===== config.mk =====
export PLATFORM = sky130hd
export DESIGN_NAME = issueque_int_flat
export DESIGN_NICKNAME = d
export VERILOG_FILES = /design/src/rtl/issueque_int_if.sv /design/src/rtl/issueque_int.sv /design/src/flat_wrapper.sv
export SDC_FILE = /design/constraint.sdc
export NUM_CORES = 1
export LEC_CHECK = 0
export ABC_AREA = 0
export CAP_MARGIN = 25
export CORE_MARGIN = 1.5
export CORE_UTILIZATION = 25
export DETAILED_ROUTE_END_ITERATION = 6
export GPL_TIMING_DRIVEN = 1
export HOLD_SLACK_MARGIN = 0.03
export PLACE_DENSITY = 0.42
export SYNTH_ARGS = -nofsm -noshare
export SYNTH_HDL_FRONTEND = slang
export SYNTH_SLANG_ARGS = --single-unit

===== constraint.sdc =====
create_clock -name clk -period 5.9 [get_ports clk]
set_clock_uncertainty 0.1 [all_clocks]
set_input_delay 1.475 -clock clk [delete_from_list [all_inputs] [get_ports clk]]
set_output_delay 1.475 -clock clk [all_outputs]
set_load 0.005 [all_outputs]

===== src/rtl/issueque_int_if.sv =====
// Dispatch, CDB snoop and issue-side bus of the integer issue queue.
// The slave modport is the queue; the master modport is its environment.
interface issueque_int_if #(
    parameter int TAGW  = 6,
    parameter int DATAW = 32,
    parameter int OPW   = 6
);
    logic             dispatch_en;
    logic [OPW-1:0]   dispatch_opcode;
    logic [TAGW-1:0]  dispatch_rstag;
    logic [DATAW-1:0] dispatch_rsdata;
    logic             dispatch_rsvalid;
    logic [TAGW-1:0]  dispatch_rttag;
    logic [DATAW-1:0] dispatch_rtdata;
    logic             dispatch_rtvalid;
    logic [TAGW-1:0]  dispatch_rdtag;
    logic             issueque_full;
    logic             cdb_valid;
    logic [TAGW-1:0]  cdb_tag;
    logic [DATAW-1:0] cdb_data;
    logic             issueint_ready;
    logic [OPW-1:0]   issueint_opcode;
    logic [DATAW-1:0] issueint_rsdata;
    logic [DATAW-1:0] issueint_rtdata;
    logic [TAGW-1:0]  issueint_rdtag;
    logic             issueint_equeueint_done;

    modport slave (
        input  dispatch_en, dispatch_opcode, dispatch_rstag, dispatch_rsdata,
               dispatch_rsvalid, dispatch_rttag, dispatch_rtdata, dispatch_rtvalid,
               dispatch_rdtag, cdb_valid, cdb_tag, cdb_data, issueint_equeueint_done,
        output issueque_full, issueint_ready, issueint_opcode, issueint_rsdata,
               issueint_rtdata, issueint_rdtag
    );

    modport master (
        output dispatch_en, dispatch_opcode, dispatch_rstag, dispatch_rsdata,
               dispatch_rsvalid, dispatch_rttag, dispatch_rtdata, dispatch_rtvalid,
               dispatch_rdtag, cdb_valid, cdb_tag, cdb_data, issueint_equeueint_done,
        input  issueque_full, issueint_ready, issueint_opcode, issueint_rsdata,
               issueint_rtdata, issueint_rdtag
    );
endinterface


===== src/rtl/issueque_int.sv =====
// Integer issue queue: age-ordered compacting storage, CDB wakeup and
// oldest-ready selection toward the issue stage.
module issueque_int #(
    parameter int DEPTH = 4,
    parameter int TAGW  = 6,
    parameter int DATAW = 32,
    parameter int OPW   = 6
) (
    input  logic           clk,
    input  logic           reset,
    input  logic           flush,
    issueque_int_if.slave  bus
);
    localparam int CW = $clog2(DEPTH + 1);
    localparam int IW = $clog2(DEPTH);

    typedef struct packed {
        logic             vld;
        logic [OPW-1:0]   op;
        logic [TAGW-1:0]  rd;
        logic [TAGW-1:0]  rstag;
        logic [DATAW-1:0] rsdat;
        logic             rsv;
        logic [TAGW-1:0]  rttag;
        logic [DATAW-1:0] rtdat;
        logic             rtv;
    } ent_t;

    ent_t          ent_q [DEPTH];
    ent_t          ent_d [DEPTH];
    ent_t          ext   [DEPTH+1];
    ent_t          new_ent;
    ent_t          sel_e;
    logic [CW-1:0] count_q, count_d;
    logic [IW-1:0] sel_idx;
    logic          any_rdy;
    logic          full;
    logic          do_done;
    logic          do_disp;
    int            wr_idx;

    function automatic ent_t snoop(ent_t e, logic cv, logic [TAGW-1:0] ct,
                                   logic [DATAW-1:0] cd);
        ent_t r;
        r = e;
        if (cv && e.vld && !e.rsv && e.rstag == ct) begin
            r.rsv   = 1'b1;
            r.rsdat = cd;
        end
        if (cv && e.vld && !e.rtv && e.rttag == ct) begin
            r.rtv   = 1'b1;
            r.rtdat = cd;
        end
        return r;
    endfunction

    // Oldest ready entry wins; scanning downward leaves the lowest index.
    always_comb begin
        sel_idx = '0;
        any_rdy = 1'b0;
        for (int i = DEPTH - 1; i >= 0; i--) begin
            if (ent_q[i].vld && ent_q[i].rsv && ent_q[i].rtv) begin
                sel_idx = IW'(i);
                any_rdy = 1'b1;
            end
        end
    end

    assign sel_e               = ent_q[sel_idx];
    assign bus.issueint_ready  = any_rdy;
    assign bus.issueint_opcode = any_rdy ? sel_e.op    : '0;
    assign bus.issueint_rsdata = any_rdy ? sel_e.rsdat : '0;
    assign bus.issueint_rtdata = any_rdy ? sel_e.rtdat : '0;
    assign bus.issueint_rdtag  = any_rdy ? sel_e.rd    : '0;

    assign full              = (count_q == CW'(DEPTH));
    assign bus.issueque_full = full;
    assign do_done           = bus.issueint_equeueint_done && any_rdy;
    assign do_disp           = bus.dispatch_en && (!full || do_done);

    always_comb begin
        new_ent.vld   = 1'b1;
        new_ent.op    = bus.dispatch_opcode;
        new_ent.rd    = bus.dispatch_rdtag;
        new_ent.rstag = bus.dispatch_rstag;
        new_ent.rsdat = bus.dispatch_rsdata;
        new_ent.rsv   = bus.dispatch_rsvalid;
        new_ent.rttag = bus.dispatch_rttag;
        new_ent.rtdat = bus.dispatch_rtdata;
        new_ent.rtv   = bus.dispatch_rtvalid;
    end

    // Compaction: slots at or above the retired one take their younger
    // neighbour; the extra invalid slot feeds the top. Snoop follows the shift.
    always_comb begin
        for (int i = 0; i < DEPTH; i++) ext[i] = ent_q[i];
        ext[DEPTH] = '0;
        wr_idx = int'(count_q) - (do_done ? 1 : 0);
        for (int i = 0; i < DEPTH; i++) begin
            if (do_done && i >= int'(sel_idx))
                ent_d[i] = snoop(ext[i+1], bus.cdb_valid, bus.cdb_tag, bus.cdb_data);
            else
                ent_d[i] = snoop(ext[i], bus.cdb_valid, bus.cdb_tag, bus.cdb_data);
            if (do_disp && i == wr_idx)
                ent_d[i] = snoop(new_ent, bus.cdb_valid, bus.cdb_tag, bus.cdb_data);
            if (flush)
                ent_d[i].vld = 1'b0;
        end
        count_d = flush ? '0 : count_q + CW'(do_disp) - CW'(do_done);
    end

    always_ff @(posedge clk) begin
        if (reset) begin
            count_q <= '0;
            for (int i = 0; i < DEPTH; i++) ent_q[i].vld <= 1'b0;
        end else begin
            count_q <= count_d;
            ent_q   <= ent_d;
        end
    end
endmodule

===== src/flat_wrapper.sv =====
// flat-port wrapper written by rule: the top's interface ports become plain ports
module issueque_int_flat 
#(
    parameter int DEPTH = 4,
    parameter int TAGW  = 6,
    parameter int DATAW = 32,
    parameter int OPW   = 6
)
  (clk, reset, flush, bus_dispatch_en, bus_dispatch_opcode, bus_dispatch_rstag, bus_dispatch_rsdata, bus_dispatch_rsvalid, bus_dispatch_rttag, bus_dispatch_rtdata, bus_dispatch_rtvalid, bus_dispatch_rdtag, bus_cdb_valid, bus_cdb_tag, bus_cdb_data, bus_issueint_equeueint_done, bus_issueque_full, bus_issueint_ready, bus_issueint_opcode, bus_issueint_rsdata, bus_issueint_rtdata, bus_issueint_rdtag);
  issueque_int_if #(.TAGW(TAGW), .DATAW(DATAW), .OPW(OPW)) bus_i ();
  input  logic clk;
  input  logic reset;
  input  logic flush;
  input wire logic [$bits(bus_i.dispatch_en)-1:0] bus_dispatch_en;
  input wire logic [$bits(bus_i.dispatch_opcode)-1:0] bus_dispatch_opcode;
  input wire logic [$bits(bus_i.dispatch_rstag)-1:0] bus_dispatch_rstag;
  input wire logic [$bits(bus_i.dispatch_rsdata)-1:0] bus_dispatch_rsdata;
  input wire logic [$bits(bus_i.dispatch_rsvalid)-1:0] bus_dispatch_rsvalid;
  input wire logic [$bits(bus_i.dispatch_rttag)-1:0] bus_dispatch_rttag;
  input wire logic [$bits(bus_i.dispatch_rtdata)-1:0] bus_dispatch_rtdata;
  input wire logic [$bits(bus_i.dispatch_rtvalid)-1:0] bus_dispatch_rtvalid;
  input wire logic [$bits(bus_i.dispatch_rdtag)-1:0] bus_dispatch_rdtag;
  input wire logic [$bits(bus_i.cdb_valid)-1:0] bus_cdb_valid;
  input wire logic [$bits(bus_i.cdb_tag)-1:0] bus_cdb_tag;
  input wire logic [$bits(bus_i.cdb_data)-1:0] bus_cdb_data;
  input wire logic [$bits(bus_i.issueint_equeueint_done)-1:0] bus_issueint_equeueint_done;
  output wire logic [$bits(bus_i.issueque_full)-1:0] bus_issueque_full;
  output wire logic [$bits(bus_i.issueint_ready)-1:0] bus_issueint_ready;
  output wire logic [$bits(bus_i.issueint_opcode)-1:0] bus_issueint_opcode;
  output wire logic [$bits(bus_i.issueint_rsdata)-1:0] bus_issueint_rsdata;
  output wire logic [$bits(bus_i.issueint_rtdata)-1:0] bus_issueint_rtdata;
  output wire logic [$bits(bus_i.issueint_rdtag)-1:0] bus_issueint_rdtag;
  assign bus_i.dispatch_en = bus_dispatch_en;
  assign bus_i.dispatch_opcode = bus_dispatch_opcode;
  assign bus_i.dispatch_rstag = bus_dispatch_rstag;
  assign bus_i.dispatch_rsdata = bus_dispatch_rsdata;
  assign bus_i.dispatch_rsvalid = bus_dispatch_rsvalid;
  assign bus_i.dispatch_rttag = bus_dispatch_rttag;
  assign bus_i.dispatch_rtdata = bus_dispatch_rtdata;
  assign bus_i.dispatch_rtvalid = bus_dispatch_rtvalid;
  assign bus_i.dispatch_rdtag = bus_dispatch_rdtag;
  assign bus_i.cdb_valid = bus_cdb_valid;
  assign bus_i.cdb_tag = bus_cdb_tag;
  assign bus_i.cdb_data = bus_cdb_data;
  assign bus_i.issueint_equeueint_done = bus_issueint_equeueint_done;
  assign bus_issueque_full = bus_i.issueque_full;
  assign bus_issueint_ready = bus_i.issueint_ready;
  assign bus_issueint_opcode = bus_i.issueint_opcode;
  assign bus_issueint_rsdata = bus_i.issueint_rsdata;
  assign bus_issueint_rtdata = bus_i.issueint_rtdata;
  assign bus_issueint_rdtag = bus_i.issueint_rdtag;
  issueque_int #(.DEPTH(DEPTH), .TAGW(TAGW), .DATAW(DATAW), .OPW(OPW)) u_core (.clk(clk), .reset(reset), .flush(flush), .bus(bus_i));
endmodule

# Word level (Yosys, flattened, before mapping)
# Cells that the tools add are included.
[totals] word_cells=161 output_inout_bits=78 input_bits=134 register_bits=367
[op_classes] magnitude_cmp=4 bitwise=2 muxes=34 n_addsub=3 n_eq_ne=14 n_reduce_logical=67
[op_table] cell="$mux W91" count=8
[op_table] cell="$mux W33" count=10
[op_table] cell="$bmux W91 S2" count=1
[op_table] cell="$mux W90" count=2
[op_table] cell="$eq A3 B32 Y1 const A" count=2
[op_table] cell="$mux W32" count=2
[op_table] cell="$eq A6 B6 Y1" count=10
[op_table] cell="$logic_and A1 B1 Y1" count=41
[op_table] cell="$eq A2 B32 Y1 const A" count=1
[op_table] cell="$logic_not A32 Y1" count=1
[op_table] cell="$sub A4 B32 Y32" count=1
[op_table] cell="$mux W6" count=2
[op_table] cell="$reduce_and A2 Y1" count=6
[op_table] cell="$logic_not A1 Y1" count=11
[op_table] cell="$mux W2" count=4
[op_table] cell="$reduce_bool A2 Y1" count=4
[op_table] cell="$reduce_bool A3 Y1" count=2
[op_table] cell="$mux W1" count=5
[op_table] cell="$ge A1 B2 Y1 const A" count=2
[op_table] cell="$add A3 B1 Y3" count=1
[op_table] cell="$eq A3 B3 Y1 const B" count=1
[op_table] cell="$ge A3 B3 Y1 const B" count=1
[op_table] cell="$not A2 Y3" count=1
[op_table] cell="$sub A3 B1 Y3" count=1
[op_table] cell="other kinds (4)" count=4

# Longest topological paths before layout
[logic_depth] ltp_word=13 mapped_depth=15 mapped_depth_nobuf=11

# Worst setup path after synthesis
# No wires, ideal clock.
[synth_timing] path_type="input-to-reg" from="input bus_issueint_equeueint_done" to="register u_core.ent_q[273] (netlist name), enable pin" t_required_ns=5.409 path_slack_ns=-0.426 cell_stages=14 setup_time_ns=0.391 n_path_buf=3 arrival_ns=5.834 cell_sequence="inv_1 -> a41o_1 -> buf_2 -> inv_1 -> ha_1 -> nor2b_1 -> ha_1 -> nand2b_1 -> a211o_1 -> a211o_1 -> buf_2 -> buf_2 -> a21oi_1 -> a41o_1"
[synth_via] elab_chain_len=7 elab_cells_between_ends=10 cone_classes="1 x add/sub; 1 x mux; 8 x reduce/logical"
[synth_lines] element="from (decl)" line="flat_wrapper.sv:26" source="input wire logic [$bits(bus_i.issueint_equeueint_done)-1:0] bus_issueint_equeueint_done;"
[synth_lines] element="$logic_and A1 B1 Y1 (*)" line="issueque_int.sv:78" source="assign do_done = bus.issueint_equeueint_done && any_rdy;"
[synth_lines] element="$mux W1" line="issueque_int.sv:98" source="wr_idx = int'(count_q) - (do_done ? 1 : 0);"
[synth_lines] element="$sub A4 B32 Y32" line="issueque_int.sv:98"
[synth_lines] element="$logic_not A32 Y1" line="issueque_int.sv:104" source="if (do_disp && i == wr_idx)"
[synth_lines] element="$logic_and A1 B1 Y1" line="issueque_int.sv:104"
[synth_lines] element="$reduce_bool A3 Y1 (no line) (*)"
[synth_lines] element="$reduce_and A2 Y1 (no line) (*)"
[synth_lines] element="to (signal assigned)" line="issueque_int.sv:118" source="ent_q <= ent_d;"
[synth_lines] element="to (decl)" line="issueque_int.sv:29" source="ent_t ent_q [DEPTH];"
# Mark *: on every way between the ends. The rest lies on a longest branch, timed or not.
# A chain may end at the register's enable or synchronous reset.

# Worst setup path after layout
[layout_timing] from="register u_core.ent_q[221] (netlist name)" to="output bus_issueint_opcode[3]"
[layout_via] elab_chain_len=9 elab_cells_between_ends=11 cone_classes="8 x mux; 1 x bitwise; 2 x reduce/logical"
[layout_lines] element="$logic_and A1 B1 Y1 (*) (2 in series)" line="issueque_int.sv:62" source="if (ent_q[i].vld && ent_q[i].rsv && ent_q[i].rtv) begin"
[layout_lines] element="$mux W2 (2 in series)" line="issueque_int.sv:62"
[layout_lines] element="$not A2 Y3 (implied by the code)" line="issueque_int.sv:69" source="assign sel_e = ent_q[sel_idx];"
[layout_lines] element="$bmux W91 S2" line="issueque_int.sv:69"
[layout_lines] element="$mux W90 (implied by the code) (2 in series)" line="issueque_int.sv:69"
[layout_lines] element="$mux W6 (*)" line="issueque_int.sv:71" source="assign bus.issueint_opcode = any_rdy ? sel_e.op : '0;"
[layout_lines] element="to (decl)" line="flat_wrapper.sv:29" source="output wire logic [$bits(bus_i.issueint_opcode)-1:0] bus_issueint_opcode;"
# Mark *: on every way between the ends. The rest lies on a longest branch, timed or not. The select of a mux whose other input is x is not followed.

==> flow_summary.toml <==
[logic_synthesis]
yosysWarnings = 0
synth-edff-count = 360
synthCells = 2212
synth_seq_area_share_pct = 48.2
syn_area_mm2 = 0.0227
synth_top_flop_cell = "edfxtp_1"
synth-seq-cells = 367
async_flop_share_pct = 0
ys_types = 52
syn_nets = 2354
avgSynthCellArea_um2 = 10.3

[clocking]
path_clk_slew_ns = 0.06
post_cts_buffers = 0
clockRootBuffer = "clkbuf_16"
clock-sinks = 367
insertion_delay_ns = 0.60
ctsResizeCount = 0
cts_made_buffers = 48
cts.htree.levels = 2
clockBufferDepth = 3
cts_tree = "yes"
cts_hold_buf = 0

[status]
status = "finished, final reports clean"

[final_layout]
area_delta_synth_final_pct = 22.2
final_nets = 2443
utilization_pct = 30.9
n_fill_cell = 9230
drive_gt1_share_pct = 10.6

[worst_setup_path]
r2r_slack_ns = 1.40
max_stage_delay_ns = 0.70
crit_required_ns = 4.32
cp_max_fo = 37
crit_arrival_ns = 3.83
path_cells = "nand3_1 -> o21ai_0 -> nand2_4 -> buf_4 -> mux2i_1 -> o22ai_1 -> clkdlybuf4s50_1"
endpoint_kind = "primary output"
path_class = "reg2out"
cpMaxStageDelayCell = "nand2_4"
start_kind = "flop"

[die]
core_area_mm2 = 0.0900
row_count = 110
die_w_um = 304
dieArea_mm2 = 0.0927
die_h_um = 304
initial_core_util_pct = 25.2
pin_count = 212

[sta]
tns_ns = 0
finalHoldViolations = 0
fmax_mhz = 185
rsz0062_at_grt = "no"
slew_headroom_pct = 28.0
drv_slew = 0
finalCritPeriodShare_pct = 91.7
whs_ns = 0.397
setup_violations = 0
worst_pin_slew_ns = 1.08
period_needed_ns = 5.41

[global_routing]
grt_max_degree = 129
grt.overflow.total = 0
grt_pass1_wl_mm = 141
grtUsageMet2_pct = 32.5
antenna_found_initial = 4
grt_pass1_vias = 20400
use_met3_pct = 3.40
grt_use_met1_pct = 27.9
grt_util_all_layers_pct = 20.3
grt_busiest_layer = "met2"

[detailed_routing]
wl_per_cell_um = 27.7
dr.pass1.iters = 5
vias_per_cell = 5.71
drc = 0
vias = 20100
drt_iter0_drc = 1921
detail-route-antenna-nets = 0
routed_wl_mm = 97.3

[placed_design]
io_buffers = 211
dp_hpwl_mm = 57.1
gp_congestion = 0.829

[min_path]
hold_class = "reg2reg"

[flow_run]
drv_cap = 0

[pwr]
powerDensity_mw_per_mm2 = 257
peakVddDrop_mv = 0.206
p_leak_nw = 10.6
[power breakdown]
part	leakage, nW	internal (W)	switching (W)
clock network	0.702	0.00158	0.00122
registers	3.51	0.00313	0.000124
logic	6.40	0.000457	0.000637
[Yosys cell counts (3+ instances only)]
cell type | n | area share, %
a211oi_1 | 3 | 0.099
nor2_1 | 71 | 1.2
and2_1 | 26 | 0.72
or3_1 | 68 | 1.9
mux2i_1 | 216 | 9.5
a21oi_1 | 136 | 3.0
and3b_1 | 4 | 0.15
buf_4 | 5 | 0.17
a211o_1 | 4 | 0.15
ha_1 | 7 | 0.39
o221ai_1 | 64 | 2.5
inv_1 | 13 | 0.21
dfxtp_1 | 7 | 0.62
or2_2 | 3 | 0.083
buf_2 | 37 | 0.81
nand2_1 | 161 | 2.7
nand2b_1 | 6 | 0.17
xor2_1 | 26 | 1.0
o31ai_1 | 67 | 2.2
o22ai_1 | 268 | 7.4
o221a_2 | 63 | 3.1
clkbuf_1 | 180 | 3.0
buf_1 | 27 | 0.45
nor4_1 | 5 | 0.14
or4_1 | 4 | 0.13
and3_1 | 69 | 1.9
edfxtp_1 | 360 | 48
a31oi_1 | 3 | 0.083
o21ai_0 | 86 | 1.9
nand3_1 | 63 | 1.4
o21ai_1 | 23 | 0.51
nand4_1 | 6 | 0.17
nor3_1 | 7 | 0.15
a21boi_0 | 64 | 2.1
xnor2_1 | 35 | 1.3
[path summary, 6_finish.rpt]
path	startpoint	to	cells past startpoint
min	u_core.ent_q[90]	u_core.ent_q[90]	2
min reg2reg	u_core.ent_q[90]	u_core.ent_q[90]	2
max reg2reg	u_core.ent_q[312]	u_core.ent_q[329]	13
max	u_core.ent_q[221]	bus_issueint_opcode[3]	7
[kinds of logic (layout without fill, tap and decap cells)]
| group | Yosys count | in the layout | synth area share, % |
|---|---|---|---|
| adders and majority gates | 8 | 8 | 0.474 |
| and+or+nand+nor | 499 | 499 | 11.0 |
| other | 0 | 3 | 0 |
| buffers and inverters | 265 | 391 | 4.70 |
| xor gates and xnor gates | 61 | 61 | 2.35 |
| muxes | 218 | 218 | 9.64 |
| AOI/OAI and AO/OA | 794 | 794 | 23.6 |
| DFF | 367 | 367 | 48.2 |
[worst max-delay path: cells and delay by family, from the launching register on]
family                 cells  cell delay, ns
and+or+nand+nor            2            0.94
buffers and inverters      2            1.12
DFF                        1            0.52
muxes                      1            0.14
AOI/OAI and AO/OA          2            0.51
[final cells by class]
type | count | area, um2 | area share (%)
Tap cell | 1176 | 1470 | 5.30
Inverter | 15 | 60.1 | 0.216
Multi-Input combinational cell | 1580 | 10900 | 39.3
Antenna cell | 3 | 7.51 | 0.0270
Clock buffer | 66 | 1300 | 4.68
Sequential cell | 367 | 11000 | 39.4
Timing Repair Buffer | 289 | 2900 | 10.4
Clock inverter | 21 | 161 | 0.581
[routing by layer]
metal / share of wire [%] / up-vias
met5: 0.032 / -
met4: 2.5 / 4
met3: 7.0 / 161
met2: 46 / 893
met1: 44 / 10100
li1: - / 8904
[per-stage QoR]
| step | area, um2 | power (W) | instances | setup WS (ns) |
|---|---|---|---|---|
| floorplan | 22700 | 0.00392 | 2212 | 0.140 |
| global placement | 26300 | 0.00436 | 3427 | 0.108 |
| detailed placement | 26300 | 0.00439 | 3427 | 0.0904 |
| CTS | 27800 | 0.00721 | 3514 | 0.442 |
| global route | 27800 | 0.00742 | 3514 | 0.342 |
| finish | 27800 | 0.00715 | 3517 | 0.491 |
[sequential cells by signal, indices dropped and copies added, names as in the netlist]
register,flops
u_core.ent_q,364
u_core.count_q,3
[placed cells by master (no fill, tap or decap), drive strengths merged, types with 6 or more instances in the layout]
master           n
o31ai           67
and3            69
o221ai          64
inv             13
dfxtp            7
buf             78
clkdlybuf4s50  211
xnor2           35
o22ai          268
ha               7
o21ai          109
xor2            26
a21boi          66
nand4            6
a21oi          136
nor2            71
nand3           63
o221a           64
nor4             7
and2            26
clkbuf          66
nand2          161
nand2b           6
clkinv          18
edfxtp         360
mux2i          218
or3             68
nor3             7
Note: power is estimated with default switching activity, not from simulation.
